==> src/rtl/hba_master.sv <==
// HBA bus master: one command in flight, select held until the slave xferack, then a one-cycle idle GAP.
// Latency is set by the slave (zero added cycles); cmd_ready only in IDLE. Optional timeout: HBA_MASTER_TIMEOUT_EN.
module hba_master #(
   parameter int DBUS_WIDTH     = 8,
   parameter int ADDR_WIDTH     = 12,
   parameter int TIMEOUT_CYCLES = 16
) (
   input  logic                  hba_clk,
   input  logic                  hba_reset_n,
   input  logic                  cmd_valid,
   output logic                  cmd_ready,
   input  logic                  cmd_rnw,
   input  logic [ADDR_WIDTH-1:0] cmd_addr,
   input  logic [DBUS_WIDTH-1:0] cmd_wdata,
   output logic                  rsp_valid,
   output logic [DBUS_WIDTH-1:0] rsp_rdata,
   output logic                  rsp_timeout,
   output logic                  hba_select,
   output logic                  hba_rnw,
   output logic [ADDR_WIDTH-1:0] hba_abus,
   output logic [DBUS_WIDTH-1:0] hba_dbus,
   input  logic                  hba_xferack,
   input  logic [DBUS_WIDTH-1:0] hba_sdbus
);

   if (TIMEOUT_CYCLES < 4) begin : g_bad_timeout
      $error("TIMEOUT_CYCLES must be at least 4");
   end

   typedef enum logic [1:0] {
      ST_IDLE = 2'd0,
      ST_XFER = 2'd1,
      ST_GAP  = 2'd2
   } state_t;

   state_t                  r_state;
   state_t                  w_next_state;
   logic                    w_accept;
   logic                    w_ack;
   logic                    w_tmo;
   logic                    w_done;
   logic                    r_rnw;
   logic [ADDR_WIDTH-1:0]   r_abus;
   logic [DBUS_WIDTH-1:0]   r_dbus;
   logic                    r_rsp_valid;
   logic [DBUS_WIDTH-1:0]   r_rsp_rdata;

   assign w_accept = (r_state == ST_IDLE) && cmd_valid;
   assign w_ack    = (r_state == ST_XFER) && hba_xferack;
   assign w_done   = w_ack || w_tmo;

   always_ff @(posedge hba_clk or negedge hba_reset_n) begin
      if (!hba_reset_n) begin
         r_state <= ST_IDLE;
      end else begin
         r_state <= w_next_state;
      end
   end

   // Unused encoding falls back to IDLE, where select is already low.
   always_comb begin
      w_next_state = r_state;
      case (r_state)
         ST_IDLE: if (cmd_valid) w_next_state = ST_XFER;
         ST_XFER: if (w_done)    w_next_state = ST_GAP;
         ST_GAP:                 w_next_state = ST_IDLE;
         default:                w_next_state = ST_IDLE;
      endcase
   end

   always_comb begin
      hba_select = (r_state == ST_XFER);
      cmd_ready  = (r_state == ST_IDLE);
   end

   always_ff @(posedge hba_clk or negedge hba_reset_n) begin
      if (!hba_reset_n) begin
         r_rnw       <= 1'b0;
         r_abus      <= '0;
         r_dbus      <= '0;
         r_rsp_valid <= 1'b0;
         r_rsp_rdata <= '0;
      end else begin
         r_rsp_valid <= w_done;
         if (w_accept) begin
            r_rnw  <= cmd_rnw;
            r_abus <= cmd_addr;
            r_dbus <= cmd_wdata;
         end else if ((r_state != ST_XFER) || w_done) begin
            r_rnw  <= 1'b0;
            r_abus <= '0;
            r_dbus <= '0;
         end
         if (w_done) begin
            r_rsp_rdata <= (w_ack && r_rnw) ? hba_sdbus : '0;
         end
      end
   end

   assign hba_rnw   = r_rnw;
   assign hba_abus  = r_abus;
   assign hba_dbus  = r_dbus;
   assign rsp_valid = r_rsp_valid;
   assign rsp_rdata = r_rsp_rdata;

`ifdef HBA_MASTER_TIMEOUT_EN
   localparam int                CNT_W    = $clog2(TIMEOUT_CYCLES);
   localparam logic [CNT_W-1:0] CNT_LAST = CNT_W'(TIMEOUT_CYCLES - 1);

   logic [CNT_W-1:0] r_tmo_cnt;
   logic             r_rsp_timeout;

   // An xferack in the final cycle still completes normally.
   assign w_tmo = (r_state == ST_XFER) && !hba_xferack && (r_tmo_cnt == CNT_LAST);

   always_ff @(posedge hba_clk or negedge hba_reset_n) begin
      if (!hba_reset_n) begin
         r_tmo_cnt     <= '0;
         r_rsp_timeout <= 1'b0;
      end else begin
         if (w_accept) begin
            r_tmo_cnt <= '0;
         end else if ((r_state == ST_XFER) && !hba_xferack) begin
            r_tmo_cnt <= r_tmo_cnt + 1'b1;
         end
         if (w_done) begin
            r_rsp_timeout <= w_tmo;
         end
      end
   end

   assign rsp_timeout = r_rsp_timeout;
`else
   assign w_tmo       = 1'b0;
   assign rsp_timeout = 1'b0;
`endif

endmodule

==> config.mk <==
export PLATFORM = sky130hd
export DESIGN_NAME = hba_master
export DESIGN_NICKNAME = d
export VERILOG_FILES = /design/src/rtl/hba_master.sv
export SDC_FILE = /design/constraint.sdc
export NUM_CORES = 1
export LEC_CHECK = 0
export ABC_AREA = 1
export CAP_MARGIN = 15
export CORE_MARGIN = 2
export CORE_UTILIZATION = 39
export DETAILED_ROUTE_END_ITERATION = 10
export GPL_ROUTABILITY_DRIVEN = 0
export PLACE_DENSITY = 0.79
export SKIP_LAST_GASP = 1
export SYNTH_ARGS = -nofsm -noshare
export SYNTH_HDL_FRONTEND = slang
export SYNTH_SLANG_ARGS = --single-unit
==> constraint.sdc <==
create_clock -name hba_clk -period 1.1 [get_ports hba_clk]
set_input_delay 0.33 -clock hba_clk [delete_from_list [all_inputs] [get_ports hba_clk]]
set_output_delay 0.33 -clock hba_clk [all_outputs]
set_load 0.01 [all_outputs]
### Yosys cells after proc, flatten, opt, wreduce, memory -nomap -nowiden

Index checks and enable logic that the tools add are counted.

* register bits: 32
* bits in latches: 0
* bits in writable memories: 0
* memory bits (read-only): 0
* bits of input ports: 33
* memories: 0

* add/sub/neg operators: 0
* multiply operators: 0
* divide/modulo/power cells: 0
* magnitude comparators: 0
* equal/unequal tests: 4
* shift operators: 0
* muxes and demuxes: 10
* bitwise gates (word level): 0
* reductions and logical operators: 7

Operators with widths (count)
* two-way mux 12 bit: 2
* two-way mux 8 bit: 3
* two-way mux 2 bit: 2
* != test 2 x 1 -> 1 bit (second input constant): 2
* one-hot mux 2 bit (2 select lines): 1
* logical AND 1 bit: 3
* == test 2 x 1 -> 1 bit (second input constant): 1
* logical NOT 2 bit: 1
* two-way mux 1 bit: 2
* != test 2 bit (second input constant): 1
* AND reduction 2 bit: 1
* nonzero test 2 bit: 1
* logical OR 1 bit: 1

### Depth between registers and ports, before layout

Gate-level depths: netlist of the first run.

* depth in word-level cells: 5
* mapped depth: 6

### Worst setup path after synthesis of the first run

No wires, ideal clock.

* path type: reg-to-reg
* from: register r_state[1]
* to: register r_rnw, in the netlist hba_rnw
* setup time: 0.065 ns
* arrival: 0.968 ns
* setup slack: 0.067 ns
* cell stages (with the launch flop): 7
* period minus slack after synthesis: 1.033 ns
* cells stage by stage: dfrtp_1 -> nor2_2 -> nand2_1 -> inv_2 -> buf_6 -> nand2_1 -> nand2_1

* elaborated cells between the ends (all ways): 8
* those cells by class: eq/ne: 2; mux: 1; reduce/logical: 5

RTL lines
* start, declared: line 36 `state_t r_state;`
* start signal, assigned: line 56 `r_state <= w_next_state;`
* logical NOT 2 bit (*)
* named net cmd_ready: line 11 `output logic cmd_ready,`
* logical AND 1 bit (*): line 48 `assign w_accept = (r_state == ST_IDLE) && cmd_valid;`
* two-way mux 1 bit or nonzero test 2 bit (tied branches)
* end signal, assigned: line 86 `r_rnw <= cmd_rnw;`
* end, declared: line 42 `logic r_rnw;`

Mark *: on every way through the listed nets, which the timed path passes. The rest lies on a longest branch.
A chain may end at the register's enable or synchronous reset.

### Worst setup path in the final report of the first run

* from: register r_state[0]
* to: output hba_select

* cells in the longest elaborated chain, start to end: 1

Ends and longest elaborated chain
* == test 2 x 1 -> 1 bit: line 72 `hba_select = (r_state == ST_XFER);`
* end, declared: line 18 `output logic hba_select,`

No other way between the ends.

==> summary.txt, run 1 <==
Placement
  – Placed standard-cell area: 2050 µm²
  – HPWL reported at the end of detailed placement: ~2.4 mm
  – Port buffer count: 64
  – Post-place setup slack: -349 ps

Finish
  – Area overhead of the layout relative to synthesis: 72.0%
  – Post-route cell area: 2190 µm²
  – Diodes inserted: 0
  – Number of fillers in the final layout: 255
  – Final #Nets: 265
  – Share of post-route cells with drive strength above 1: 32.6%

Power and ir drop
  – Share of total power in the clock network: 18.8%
  – Post-layout power: about 3600 µW
  – Power share of the sequential group: 42.1%
  – Leakage power summed over all cells: between 0.001 and 0.0015 µW
  – Worst VDD drop: 0.932 mV
  – Cell internal pwr: about 2400 µW
  – Switching power summed over all nets: around 1200 µW
  – Comb pwr share: 39.2%
  – Switching share of power: 32.2%
  – Total power per unit cell area: 1650 nW/µm²

Global route
  – First-pass GRT wire length: 5.32 mm
  – Met2 Usage GRT: 34.3%
  – Global-route track usage on met1: around 22%
  – Met3 track demand over resource: 7.14%
  – Remaining global-route overflow: 0
  – Antenna violations before repair: 0
  – Total Routing Usage GR: between 10% and 20%
  – Highest-utilization routing layer at the global route stage: met2
  – Vias in the first global route: about 1.2k
  – Pin count of the biggest net entering global routing: 33

Synth
  – Cell with the most instances after synthesis: nand2_1
  – Ys Warns: 0
  – Post-synthesis sequential element count: 32
  – Most used standard cells in the synthesized netlist: nand2_1, dfrtp_1, nand4_1
  – Syn Area/Cell: 9.15 µm²
  – Most used DFF post-synth: dfrtp_1
  – Cell taking the most area after synthesis: dfrtp_1
  – Post-Synthesis Cells: 139
  – Number of flops mapped to enable cells by yosys: 0
  – Combined area of all synthesized cells: between 1000 and 1500 µm²
  – Register area share after synthesis: 63.0%
  – Largest cells by area after synthesis: dfrtp_1, nand2_1, nand4_1
  – Distinct cell type count of the synthesized netlist: 14
  – Portion of synthesized cell area occupied by the leading cell type: 63.0%
  – Fraction of synthesis flops using an asynchronous set or reset pin: 100%
  – Post-Syn Nets: 172

Floorplanning
  – I/O pin count: 66
  – Area of the core: 3080 µm²
  – Height of the chip: 61.1 µm
  – Die W: between 60 and 70 µm
  – Initial Utilization: 41.3%
  – Floorplan die area: 3730 µm²
  – Site row count: 20

Clock network
  – Clock insertion delay at the later pin of the skew report: 320 ps
  – Total number of H-tree levels: 2
  – Cts-stage hold buffer count: 0
  – Number of clock sinks seen by CTS: 32
  – Clock buffer depth: 2
  – Clock-pin slew on the worst setup and hold paths: ~90 ps
  – TritonCTS clock tree: yes
  – TritonCTS buffer count: 5
  – Root cell of the clock tree: clkbuf_4

Routing
  – Pre-antenna DRT Iters: 4
  – DR vias: 1,244
  – Residual DRC count: 0
  – Total wire length after detailed routing: roughly 3.6 mm
  – Initial drt markers: 23
  – Via density per instance: between 4 and 5
  – Avg WL per Cell: 13.0 µm
  – Antenna Nets Post-Route: 0

Critical path
  – Class of the most critical setup path: reg2out
  – Endpoint required time on the critical path: slightly below 800 ps
  – Startpoint class of the critical path: flop
  – Worst reg-to-reg setup slack: -130 ps
  – Nature of the critical path endpoint: output pin
  – Reg-to-reg startpoint: r_state[1]
  – Largest stage delay on the critical path: 430 ps
  – Largest delay share family, worst path: flip-flops
  – Reg2reg path depth: 7
  – Total stage count of the critical path: 3
  – Bufs and invs on worst path: 2
  – Largest driver fanout on the critical path: 3
  – List of cells traversed by the critical path: inv_2 -> nor2_4 -> buf_6
  – WP data arrival: just over 1000 ps
  – Worst setup path startpoint: r_state[0]
  – Max stage delay cell, worst path: dfrtp_1
  – Worst R2R End: hba_dbus[0]

Timing
  – Tightest hold margin: 365 ps
  – Final Slew Violations: 0
  – Fmax: about 0.73 GHz
  – RSZ-0062 raised after global routing: true
  – Final worst-path setup slack: -265 ps
  – Final setup violation count: 61
  – Number of failing hold endpoints at the final stage: 0
  – Final Critical Period: about 1400 ps
  – Largest clock skew in the final design: 1.40 ps
  – Crit share post-route: 124%

Job
  – Number of max-cap violations: 0

Run status
  – Violations in the final reports: negative setup slack
  – Outcome: finished, violations left

Hold path
  – Worst hold path type: in2async
==> metal layers <==
layer	wire, µm	share of wire [%]
met5	0	0
met4	61	1.7
met3	260	7.2
met2	1830	51
met1	1460	40
==> kinds of logic after synthesis <==
logic type      after synthesis  share of synthesized area, %
buf+inv                      12                          5.71
simple gates                 93                          30.6
other cells                   1                         0.295
flops                        32                          63.0
compound gates                1                         0.393
==> cell type report <==
cell class	count	area (µm²)	area share (%)
clock buffer	8	58.8	2.69
multi-input combinational	96	439	20.1
tap	44	55.1	2.52
timing repair buffer	92	813	37.2
sequential	32	802	36.7
inverter	5	18.8	0.858
==> sequential cells by signal, summed over array words and instances (netlist names) <==
register   flops
hba_abus      12
hba_dbus       8
rsp_rdata      8
r_state        2
hba_rnw        1
rsp_valid      1
==> worst max path at each step <==
stage                 endpoint  slack, ps
global placement     cmd_ready       -310
detailed placement   cmd_ready       -350
CTS                 hba_select       -260
floorplan              hba_rnw         70
global route        hba_select       -340
finish              hba_select       -260
==> worst register-to-register path, stage by stage (launching register included) <==
cell and delay [ps]:
dfrtp_2 460, buf_4 150, inv_2 30, nand2_1 80, nor2_4 180, buf_6 150
nand2_1 60, nand2_1 60
==> timing repair <==
action | in CTS | in global routing
buffers inserted | 5 | 8
cloned | 2 | 1
resized for setup | 139 | 15
setup endpoints to repair | 53 | 61
pin swaps | 1 | 1
==> cell usage in the layout, fill, tap and decap left out, types with 2 or more instances in the layout <==
cell              n
clkbuf_1          2
inv_2             3
nand4_1           8
nand2_8           2
clkdlybuf4s50_1  31
buf_4            19
clkbuf_4          5
inv_1             2
nand2_1          80
buf_2            23
nor2_4            3
dfrtp_1          31
buf_6            14
buf_12            3
==> power groups by stage <==
stage | clock [µW] | combinational [µW] | sequential (µW)
after floorplan | 0 | 388 | 1610
after global placement | 0 | 1230 | 1510
after detailed placement | 0 | 1260 | 1530
after CTS | 693 | 1180 | 1500
after global routing | 750 | 1530 | 1540
final | 677 | 1420 | 1520
==> metrics by stage <==
stage / util (%) / setup TNS [ps] / cells
5_1_grt: 71.1 / -9340 / 277
2_1_floorplan: - / 0 / 139
4_1_cts: 66.3 / -5580 / 268
6_report: 71.1 / -5770 / 277
3_3_place_gp: 66.5 / -10630 / 253
3_5_place_dp: 66.5 / -11760 / 253
No activity file was read; power rests on OpenSTA's default activity.
==> run 2: changes to the inputs <==
--- a/config.mk
+++ b/config.mk
@@ -7,10 +7,11 @@
 export LEC_CHECK = 0
 export ABC_AREA = 1
 export CAP_MARGIN = 15
-export CORE_MARGIN = 2
+export CORE_MARGIN = 5
 export CORE_UTILIZATION = 39
 export DETAILED_ROUTE_END_ITERATION = 10
 export GPL_ROUTABILITY_DRIVEN = 0
+export HOLD_SLACK_MARGIN = 0.05
 export PLACE_DENSITY = 0.79
 export SKIP_LAST_GASP = 1
 export SYNTH_ARGS = -nofsm -noshare
==> constraint.sdc (replaced) <==
create_clock -name hba_clk -period 1.1 [get_ports hba_clk]
set_input_delay 0.33 -clock hba_clk [delete_from_list [all_inputs] [get_ports hba_clk]]
set_output_delay 0.33 -clock hba_clk [all_outputs]
set_load 0.005 [all_outputs]
==> run 2 against run 1 <==
  * The flow still finishes with violations (negative setup slack)
  * Die area is 21% higher
  * Sequential share of layout area is 4.1 points lower
  * Setup slack worse by 80 ps
  * Critical path depth stayed put
  * Register-to-register slack worse by 160 ps
==> summary.txt, run 2 (same netlist as run 1, synthesis figures left out) <==
Run status
  – Outcome: finished, violations left
  – Violations in the final reports: negative setup slack

Timing
  – Number of failing hold endpoints at the final stage: 0 (unchanged)
  – Final worst-path setup slack: -345 ps (-80.5 ps)
  – RSZ-0062 raised after global routing: true
  – Final setup violation count: 60 (-1.6%)
  – Crit share post-route: 131% (+7.3 points)
  – Final Critical Period: 1450 ps (+80.5 ps)
  – Final Slew Violations: 0 (unchanged)
  – Fmax: 0.692 GHz (-5.6%)
  – Largest clock skew in the final design: 8.77 ps (+7.37 ps)

Routing
  – Initial drt markers: 53 (+130%)
  – DR vias: 1,354 (+8.8%)
  – Total wire length after detailed routing: 4.37 mm (+21%)
  – Pre-antenna DRT Iters: 4 (unchanged)
  – Avg WL per Cell: 14.9 µm (+15%)
  – Residual DRC count: 0 (unchanged)
  – Antenna Nets Post-Route: 0 (unchanged)
  – Via density per instance: 4.62 (+2.9%)

Critical path
  – List of cells traversed by the critical path: buf_6 -> nor2_4 -> buf_6
  – Largest delay share family, worst path: flip-flops
  – Endpoint required time on the critical path: 770 ps (about the same)
  – Max stage delay cell, worst path: dfrtp_1
  – Largest driver fanout on the critical path: 2 (-1)
  – Class of the most critical setup path: reg2out
  – Worst reg-to-reg setup slack: -290 ps (-160 ps)
  – Largest stage delay on the critical path: 420 ps (about the same)
  – WP data arrival: 1120 ps (+90 ps)
  – Worst R2R End: hba_dbus[1]
  – Reg-to-reg startpoint: r_state[1]
  – Startpoint class of the critical path: flop
  – Cell with the most instances on the worst path: buf_6
  – Bufs and invs on worst path: 2 (unchanged)
  – Nature of the critical path endpoint: output pin
  – Reg2reg path depth: 10 (+3)

Global route
  – Highest-utilization routing layer at the global route stage: met2
  – Met2 Usage GRT: 33.9% (-0.48 points)
  – Pin count of the biggest net entering global routing: 33 (unchanged)
  – First-pass GRT wire length: 6.30 mm (+18%)
  – Antenna violations before repair: 0 (unchanged)
  – Vias in the first global route: 1,369 (+11%)
  – Remaining global-route overflow: 0 (unchanged)
  – Global-route track usage on met1: 21.3% (-0.83 points)
  – Total Routing Usage GR: 19.3% (-0.64 points)
  – Met3 track demand over resource: 6.24% (-0.90 points)

Finish
  – Final Non-Filler Cells: 293 (+5.8%)
  – Largest register FFs: 12 (unchanged)
  – Post-route cell area: 2460 µm² (+13%)
  – Area overhead of the layout relative to synthesis: 93.6%
  – Commonest non-fill, non-tap cells in the layout: nand2_1, dfrtp_1, clkdlybuf4s50_1, buf_2, buf_4
  – Final #Nets: 282 (+6.4%)
  – Most common cell after layout, fill and taps aside: nand2_1
  – Diodes inserted: 0 (unchanged)
  – Share of post-route cells with drive strength above 1: 45.8% (+13 points)

Job
  – Number of max-cap violations: 0 (unchanged)

Floorplanning
  – Height of the chip: 67.1 µm (+9.8%)
  – Die W: 67.1 µm (+9.8%)
  – Site row count: 20 (unchanged)
  – Floorplan die area: 4500 µm² (+21%)
  – Initial Utilization: 41.3% (unchanged)
  – I/O pin count: 66 (unchanged)
  – Area of the core: 3080 µm² (unchanged)

Clock network
  – TritonCTS clock tree: yes
  – Clock buffer depth: 2 (unchanged)
  – Number of clock sinks seen by CTS: 32 (unchanged)
  – Clock insertion delay at the later pin of the skew report: 330 ps (about the same)
  – Clock-pin slew on the worst setup and hold paths: 100 ps (about the same)
  – Total number of H-tree levels: 2 (unchanged)
  – Root cell of the clock tree: clkbuf_4
  – TritonCTS buffer count: 5 (unchanged)

Hold path
  – Worst hold path type: in2async

Power and ir drop
  – Worst VDD drop: 0.907 mV (-2.7%)
  – Leakage power summed over all cells: 0.00140 µW (+14%)
  – Total power per unit cell area: 1650 nW/µm² (-0.35%)

Placement
  – Post-placement cell count: 247 (-2.4%)
  – Placed standard-cell area: 1990 µm² (-2.8%)
  – HPWL reported at the end of detailed placement: 2.42 mm (+2.1%)
  – Port buffer count: 64 (unchanged)
[run 2: changes by cell type in the layout (fill, tap and decap cells not counted), sizes merged]
cell  change
buf      +14
nor2      +2
[run 2: routing by layer]
layer	vias to the layer above	wire length, µm
li1	654	-
met1	639	1730
met5	-	0
met4	0	86
met3	10	284
met2	51	2260
[run 2: what timing repair did]
action,in CTS,in global routing
cloned,5,2
gates resized for setup,152,36
setup endpoints to repair,53,64
pin swaps,12,11
buffers inserted,17,19
hold buffers,0,0
[run 2: area by class of cell]
class,instances,area (µm²)
Clock buffer,7,65.1
Fill cell,182,617
Inverter,5,26.3
Multi-Input combinational cell,98,562
Sequential cell,32,801
Tap cell,44,55.1
Timing Repair Buffer,107,952
[run 2: through the flow]
step / total power, µW / worst slack (ps) / utilization (%) / hold slack [ps] / setup TNS, ps
2_1_floorplan: 1910 / 121 / - / 34.4 / 0
3_3_place_gp: 2590 / -565 / 64.7 / 462 / -16310
3_5_place_dp: 2630 / -625 / 64.7 / 466 / -17580
4_1_cts: 3700 / -306 / 72.7 / 354 / -8110
5_1_grt: 4290 / -412 / 80.0 / 363 / -11700
6_report: 4050 / -345 / 80.0 / 361 / -8250
[run 2: power by group]
group | switching, µW | internal, µW
clock | 364 | 362
combinational | 813 | 1010
sequential | 119 | 1380
total | 1300 | 2760
[run 2: worst max-delay path by stage]
stage                startpoint           to  depth (start not counted)
finish               r_state[1]    cmd_ready                          3
global placement    hba_xferack  hba_abus[8]                          4
detailed placement  hba_xferack  hba_abus[5]                          4
floorplan            r_state[1]      hba_rnw                          6
global route         r_state[1]    cmd_ready                          3
CTS                  r_state[0]    cmd_ready                          3
